`config.mk`:
```
export PLATFORM = sky130hd
export DESIGN_NAME = pc_sequencer
export DESIGN_NICKNAME = d
export VERILOG_FILES = /design/src/rtl/riscv_pkg.sv /design/src/rtl/pc_redirect_buf.sv /design/src/rtl/pc_sequencer.sv
export SDC_FILE = /design/constraint.sdc
export NUM_CORES = 1
export LEC_CHECK = 0
export CAP_MARGIN = 25
export CORE_ASPECT_RATIO = 0.6
export CORE_MARGIN = 8
export CORE_UTILIZATION = 49
export CTS_BUF_LIST = sky130_fd_sc_hd__clkbuf_16
export CTS_CLUSTER_DIAMETER = 100
export CTS_CLUSTER_SIZE = 25
export DETAILED_ROUTE_END_ITERATION = 10
export GPL_ROUTABILITY_DRIVEN = 1
export PLACE_DENSITY = 0.92
export SLEW_MARGIN = 20
export SYNTH_ARGS = -nofsm -noshare
export SYNTH_HDL_FRONTEND = slang
export SYNTH_SLANG_ARGS = --single-unit
```
`constraint.sdc`:
```
create_clock -name clock -period 2.7 [get_ports clock]
set_clock_uncertainty 0.1 [all_clocks]
set_input_delay 0.54 -clock clock [delete_from_list [all_inputs] [get_ports clock]]
set_output_delay 0.54 -clock clock [all_outputs]
set_load 0.03 [all_outputs]
```
`src/rtl/riscv_pkg.sv`:
```
// Types and constants shared by the RV32I program-counter sequencer.
package riscv_pkg;

    typedef enum logic [1:0] {
        BOOT  = 2'd0,
        FETCH = 2'd1,
        HOLD  = 2'd2,
        TRAP  = 2'd3
    } pc_state_t;

    localparam logic [31:0] PC_STEP = 32'd4;

endpackage

```
`src/rtl/pc_redirect_buf.sv`:
```
// One-entry buffer holding a branch redirect that could not be taken in the cycle it arrived.
module pc_redirect_buf
    import riscv_pkg::*;
(
    input  logic        clk_i,
    input  logic        rst_i,
    input  logic        load_i,
    input  logic        overwrite_i,
    input  logic        clear_i,
    input  logic [31:0] target_i,
    output logic        valid_o,
    output logic [31:0] target_o
);

    logic        valid_q, valid_d;
    logic [31:0] target_q, target_d;

    // clear wins: a consumed redirect must never survive into the next fetch
    always_comb begin
        valid_d  = valid_q;
        target_d = target_q;
        if (clear_i) begin
            valid_d = 1'b0;
        end else if ((load_i && !valid_q) || (overwrite_i && valid_q)) begin
            valid_d  = 1'b1;
            target_d = target_i;
        end
    end

    always_ff @(posedge clk_i) begin
        if (rst_i) begin
            valid_q  <= 1'b0;
            target_q <= '0;
        end else begin
            valid_q  <= valid_d;
            target_q <= target_d;
        end
    end

    assign valid_o  = valid_q;
    assign target_o = target_q;

endmodule

```
`src/rtl/pc_sequencer.sv`:
```
// PC register, fetch-request FSM and next-PC selection for the single-cycle RV32I datapath.
module pc_sequencer
    import riscv_pkg::*;
#(
    parameter logic [31:0] RESET_PC    = 32'h0000_0000,
    parameter logic [31:0] TRAP_VECTOR = 32'h0000_0100
) (
    input  logic        clock,
    input  logic        reset,
    output logic [31:0] pc,
    output logic [31:0] pc_plus4,
    output logic        imem_req,
    input  logic        imem_ready,
    input  logic        stall,
    input  logic        branch_taken,
    input  logic [31:0] branch_target,
    output logic        misaligned
);

    pc_state_t   state_q, state_d;
    logic [31:0] pc_q, pc_d;

    logic        pend_valid;
    logic [31:0] pend_target;

    logic        advance;
    logic        branch_ok;
    logic        redirect;
    logic [31:0] target_sel;
    logic [31:0] next_pc;
    logic        target_bad;
    logic        capture;

    assign pc_plus4 = pc_q + PC_STEP;

    // HOLD exits through the same advance path so a buffered redirect is honoured there too
    assign advance    = ((state_q == FETCH) && imem_ready && !stall) ||
                        ((state_q == HOLD) && !stall);
    assign branch_ok  = branch_taken && ((state_q == FETCH) || (state_q == HOLD));
    assign redirect   = pend_valid || branch_ok;
    assign target_sel = pend_valid ? pend_target : branch_target;
    assign next_pc    = redirect ? target_sel : pc_plus4;
    assign target_bad = redirect && (target_sel[1:0] != 2'b00);
    assign capture    = branch_ok && !advance;

    pc_redirect_buf u_redirect_buf (
        .clk_i       (clock),
        .rst_i       (reset),
        .load_i      (capture),
        .overwrite_i (capture),
        .clear_i     (advance),
        .target_i    (branch_target),
        .valid_o     (pend_valid),
        .target_o    (pend_target)
    );

    always_comb begin
        state_d = state_q;
        pc_d    = pc_q;
        case (state_q)
            BOOT: state_d = FETCH;
            FETCH, HOLD: begin
                if (advance) begin
                    if (target_bad) begin
                        state_d = TRAP;
                    end else begin
                        pc_d    = next_pc;
                        state_d = FETCH;
                    end
                end else if ((state_q == FETCH) && imem_ready && stall) begin
                    state_d = HOLD;
                end
            end
            TRAP: begin
                pc_d    = TRAP_VECTOR;
                state_d = FETCH;
            end
            default: state_d = BOOT;
        endcase
    end

    always_ff @(posedge clock) begin
        if (reset) begin
            state_q <= BOOT;
            pc_q    <= RESET_PC;
        end else begin
            state_q <= state_d;
            pc_q    <= pc_d;
        end
    end

    assign pc         = pc_q;
    assign imem_req   = (state_q == FETCH);
    assign misaligned = (state_q == TRAP);

endmodule
```
==> run summary, run 1 <==
Critical Path Source Type = flip-flop
met3 wire len = 2.35 mm
Critical Path Source = pc[2]$_SDFFE_PP0P_
WP buf/inv = 1
synthesized area = 3910 um^2
Final Non-Filler Cells = 787
IO Count = 103
fraction of registers with async set/reset = 0
crit-path most repeated cell = or4_4
Avg WL per Cell = 21.2 um
post-layout min period = 2970 ps
hpwl dp = 11.2 mm
Final Hold Violating Endpoints = 0
DRT Pass-1 Iters = 7
Nets = 716
TritonCTS clock tree = built
CP Data Required Time = 2060 ps
maximum buffer depth of the clock tree = 2
HP Start = u_redirect_buf.target_o[14]$_SDFFE_PP0P_
setup TNS = -1550 ps
Die W = 131 um
DRC Markers = 0
status = finished with violations
vias in the first global route = 4603
Placeable Area = 7790 um^2
initial antenna violation count = 0
hold crit path type = flip-flop to flip-flop
Die ar. = 11200 um^2
max frequency = 337 MHz
Top Layer Used = met4
initial core utilization = 0.502
max incr delay on CP = 500 ps
met1 wire length = 6.57 mm
critical path arrival = 2330 ps
fin crit share = 1.10
peak supply drop = 0.389 mV
DRT iter0 DRCs = 912
sequential share of the synthesized area = 0.343
Hold Crit Depth = 2
hold endpoint = u_redirect_buf.target_o[14]$_SDFFE_PP0P_
clock latency on the worst-skew pair = 330 ps
crit path max fanout = 3
met2 WL = 7.24 mm
share of cells above drive strength 1 = 0.258
fin worst setup slack = -269 ps
critical path's top delay family = simple AND/OR/NAND/NOR gates
CP endpoint kind = primary output
Leakage = 2.41 nW
failing checks = negative setup slack
most common cell after layout, fill and taps aside = nand2_1
worst slew pin tran = 638 ps
clock-pin slew on the worst setup and hold paths = 60 ps
Setup Viol. Count Final = 18
n_diodes = 0
most frequent cells in the layout = 102 x nand2_1, 74 x clkdlybuf4s50_1, 74 x buf_4, 59 x a21oi_1, 55 x dfxtp_1
kind of critical path = flip-flop to primary output
syn nets = 567
count of pins over their slew limit = 0
RR Endpoint = pc[27]$_SDFFE_PP0P_
GRT Util Overall = 0.269
r2r worst-path depth = 13
first-pass GRT wire length = 24.5 mm
Layout area overhead = 55.4%
RSZ-0062 raised after global routing = yes
R2R Setup Slk = -110 ps
Via Count = 5032
Max Cap Violations = 0
area of placed instances = 5330 um^2
Die Y = 85.2 um
critical-path cell list = ha_4 > nand4_1 > or4_4 > or4_4 > xnor2_4 > buf_6
Post-Route WL = 16.7 mm
fillers = 504
routability cong. = 0.995
clk root buf = clkbuf_16
Seq cells post-synth = 67
Mean Syn Cell Area = 7.44 um^2
synthesized instance count = 525
Via density = 6.39
synth unique cells = 62
largest net degree at the start of global routing = 53
Synth Warn # = 0
CTS Buf Count = 9
clk sinks = 67
dominant synthesized flop cell = dfxtp_1
Post-synth EDFFs = 0
PortBufs = 102
post-route cell area = 6070 um^2
Site Rows = 25
RR Startpoint = pc[3]$_SDFFE_PP0P_
final antenna-violating net count = 0
hold_ws = 354 ps
CTS H-tree depth = 3
Slowest cell on crit path = or4_4
pwr/cell area = 568 nW/um^2
Worst slew margin = 0.570
placed insts = 744
grt total ovfl = 0
[through the flow]
step	worst slack, ps	total power [mW]	utilization
4_1_cts	-161	3.37	0.744
6_report	-269	3.45	0.779
3_5_place_dp	-16.7	2.34	0.684
3_3_place_gp	87.1	2.31	0.684
5_1_grt	-235	3.55	0.779
2_1_floorplan	-84.0	1.84	-
[worst min-delay path, delay by kind of cell (launching register included)]
family | cells | cell delay [ps]
flip-flops | 1 | 300
AO/OA/AOI/OAI | 1 | 50
AND/OR/NAND/NOR | 1 | 50
[flip-flops by register name (all words and copies together), names as in the netlist]
register and cells:
u_redirect_buf.target_o 32, state_q 2, pc 32, u_redirect_buf.valid_o 1
[synthesized netlist by cell type, types with 12 or more instances]
cell,number,share of area
a21oi_1,59,0.076
clkbuf_1,32,0.031
dfxtp_1,67,0.34
inv_1,19,0.018
nand2_1,104,0.10
nand3_1,13,0.017
nor2_1,31,0.030
nor3_1,12,0.015
o21ai_0,24,0.031
xnor2_1,17,0.038
[where the power goes]
part	leakage, nW	internal, mW	switching [mW]
logic	1.73	0.491	0.727
registers	0.552	1.08	0.112
clock network	0.127	0.607	0.430
[layout make-up]
cell class / count / area (um^2) / area share
clock buffer: 9 / 225 / 0.0371
timing repair buffer: 177 / 1610 / 0.265
clock inverter: 7 / 36.3 / 0.00598
sequential: 67 / 1360 / 0.225
inverter: 19 / 71.3 / 0.0117
multi-input combinational: 400 / 2630 / 0.433
tap: 108 / 135 / 0.0223
[routing by layer]
| layer | up-vias | GRT usage |
|---|---|---|
| met2 | 428 | 0.406 |
| met3 | 90 | 0.100 |
| met5 | - | 0 |
| met4 | 0 | 0.0746 |
| met1 | 2334 | 0.351 |
| li1 | 2180 | - |
[timing repair]
item,in CTS,in global routing
endpoints found under the setup margin,22,33
pin swaps,7,8
hold buffers,0,0
buffers inserted,16,11
resized for setup,38,45
[logic make-up after synthesis]
logic type | count (synthesis) | synth area share
fa+ha+maj | 5 | 0.0160
simple gates | 209 | 0.253
flops | 67 | 0.343
xor+xnor | 25 | 0.0561
buf+inv | 58 | 0.0586
mux | 6 | 0.0157
compound gates | 155 | 0.258
[how the worst max path moves through the flow]
stage / endpoint / cells past startpoint
finish: pc_plus4[28] / 6
global route: pc_plus4[28] / 6
CTS: pc_plus4[28] / 6
detailed placement: pc[13]$_SDFFE_PP0P_ / 6
global placement: pc_plus4[8] / 5
floorplan: pc_plus4[28] / 6
Power figures use the tool's default switching activity.
==> run 2: changes to the inputs <==
CORE_UTILIZATION = 55   (was 49)
DONT_BUFFER_PORTS = 1   (was not set)
PLACE_DENSITY = 0.81   (was 0.92)
==> run summary, run 2 (synthesis gave the netlist of run 1 again) <==
Final Hold Violating Endpoints = 0 (unchanged)
grt total ovfl = 0 (unchanged)
Nets = 624 (was 716)
critical path arrival = 2270 ps (was 2330 ps)
IO Count = 103 (unchanged)
pwr/cell area = 714 nW/um^2 (was 568 nW/um^2)
n_diodes = 0 (unchanged)
peak supply drop = 0.566 mV (was 0.389 mV)
CP endpoint kind = primary output (unchanged)
r2r worst-path depth = 8 (was 13)
crit path max fanout = 2 (was 3)
Avg WL per Cell = 21.8 um (was 21.2 um)
DRT iter0 DRCs = 865 (was 912)
Post-Route WL = 14.7 mm (was 16.7 mm)
vias in the first global route = 4008 (was 4603)
maximum buffer depth of the clock tree = 2 (unchanged)
TritonCTS clock tree = built (unchanged)
fillers = 473 (was 504)
RR Endpoint = pc[26]$_SDFFE_PP0P_ (was pc[27]$_SDFFE_PP0P_)
Worst slew margin = 0.473 (was 0.570)
CTS Buf Count = 9 (unchanged)
failing checks = negative setup slack (unchanged)
Max Cap Violations = 0 (unchanged)
FF/Latch Area = 1360 um^2 (about the same)
hpwl dp = 10.1 mm (was 11.2 mm)
GRT Util Overall = 0.276 (was 0.269)
CTS H-tree depth = 3 (unchanged)
initial core utilization = 0.578 (was 0.502)
fin worst setup slack = -205 ps (was -269 ps)
clock latency on the worst-skew pair = 340 ps (was 330 ps)
largest net degree at the start of global routing = 55 (was 53)
total power draw = 3.65 mW (was 3.45 mW)
Critical Path Source Type = flip-flop (unchanged)
clk root buf = clkbuf_16 (unchanged)
most common cell after layout, fill and taps aside = nand2_1 (unchanged)
grt peak-use layer = met2 (unchanged)
setup slack at placement = 176 ps (was -16.7 ps)
Site Rows = 23 (was 25)
clk sinks = 67 (unchanged)
CP Data Required Time = 2060 ps (about the same)
met1 Use GR = 0.368 (was 0.351)
most frequent cells in the layout = 103 x nand2_1, 75 x buf_4, 59 x a21oi_1, 55 x dfxtp_1, 25 x nor2_1 (was 102 x nand2_1, 74 x clkdlybuf4s50_1, 74 x buf_4, 59 x a21oi_1, 55 x dfxtp_1)
share of cells above drive strength 1 = 0.252 (was 0.258)
status = finished with violations (unchanged)
Leakage = 2.00 nW (was 2.41 nW)
fin crit share = 1.08 (was 1.10)
initial antenna violation count = 0 (unchanged)
Via density = 6.60 (was 6.39)
Layout area overhead = 31.0% (was 55.4%)
clock-pin slew on the worst setup and hold paths = 60 ps (about the same)
count of pins over their slew limit = 0 (unchanged)
Via Count = 4451 (was 5032)
Die W = 125 um (was 131 um)
Critical Path Source = pc[2]$_SDFFE_PP0P_ (unchanged)
hold crit path type = input port to flip-flop (was flip-flop to flip-flop)
Placeable Area = 6760 um^2 (was 7790 um^2)
setup TNS = -650 ps (was -1550 ps)
DRC Markers = 0 (unchanged)
post-layout min period = 2910 ps (was 2970 ps)
first-pass GRT wire length = 22.1 mm (was 24.5 mm)
RSZ-0062 raised after global routing = yes (unchanged)
Multi-input gate area = 2520 um^2 (was 2630 um^2)
final antenna-violating net count = 0 (unchanged)
RR Startpoint = state_q[0]$_SDFFE_PP0P_ (was pc[3]$_SDFFE_PP0P_)
DRT Pass-1 Iters = 7 (unchanged)
Die Y = 81.3 um (was 85.2 um)
PortBufs = 0 (was 102)
capture point of the critical path = pc_plus4[28] (unchanged)
kind of critical path = flip-flop to primary output (unchanged)
met2 GRT Util = 0.397 (was 0.406)
routability cong. = 0.935 (was 0.995)
max frequency = 344 MHz (was 337 MHz)
worst slew pin tran = 784 ps (was 638 ps)
R2R Setup Slk = 90 ps (was -110 ps)
Setup Viol. Count Final = 10 (was 18)
GR met3 Demand/Resource = 0.122 (was 0.100)
Die ar. = 10100 um^2 (was 11200 um^2)
run 2: cell types whose count changed in the layout (fill, tap and decap cells not counted), moves of 4 or more:
cell	change
bufinv_16	+4
xnor2_2	-6
clkdlybuf4s50_1	-74
buf_6	-12
xnor2_1	+5
run 2: stage by stage:
stage	hold WS (ps)	cells	utilization	cell area [um^2]
6_report	165	674	0.757	5120
2_1_floorplan	333	525	-	4000
5_1_grt	153	674	0.757	5120
4_1_cts	159	673	0.748	5060
3_3_place_gp	333	651	0.674	4560
3_5_place_dp	340	651	0.674	4560
run 2: per-layer routing:
layer / routed length, um / share of wire
met5: 0 / 0
met4: 312 / 0.021
met3: 2500 / 0.17
met2: 6180 / 0.42
met1: 5690 / 0.39
run 2: what timing repair did:
action | in CTS | in global routing
setup endpoints to repair | 13 | 24
buffers inserted | 6 | 1
gates cloned | 0 | 0
pin swaps | 8 | 3
hold endpoints to repair | 0 | 0
hold buffers | 0 | 0
resized for setup | 24 | 13
run 2: worst min path at each step:
stage	to	slack (ps)	from	cells after the start
CTS	u_redirect_buf.target_o[1]$_SDFFE_PP0P_	160	reset	1
global route	u_redirect_buf.target_o[6]$_SDFFE_PP0P_	150	reset	1
detailed placement	u_redirect_buf.target_o[20]$_SDFFE_PP0P_	340	u_redirect_buf.target_o[20]$_SDFFE_PP0P_	2
floorplan	u_redirect_buf.target_o[10]$_SDFFE_PP0P_	330	u_redirect_buf.target_o[10]$_SDFFE_PP0P_	2
global placement	u_redirect_buf.target_o[14]$_SDFFE_PP0P_	330	u_redirect_buf.target_o[14]$_SDFFE_PP0P_	2
finish	u_redirect_buf.target_o[3]$_SDFFE_PP0P_	170	reset	1
run 2: power by group:
part	switching (mW)	internal, mW	total (mW)	leakage [nW]
combinational	0.676	0.351	1.03	1.28
clock	0.459	0.994	1.45	0.173
sequential	0.0933	1.08	1.17	0.551
total	1.23	2.42	3.65	2.00
run 2: layout make-up:
type	count	area share
multi-input combinational	400	0.493
sequential	67	0.265
timing repair buffer	85	0.135
clock buffer	9	0.0440
clock inverter	7	0.0274
tap	87	0.0213
inverter	19	0.0139
run 2: critical path: stages, from the launching register on:
cell,delay (ps)
dfxtp_2,350
ha_4,140
nand4_1,180
or4_4,480
or4_4,480
xnor2_4,280
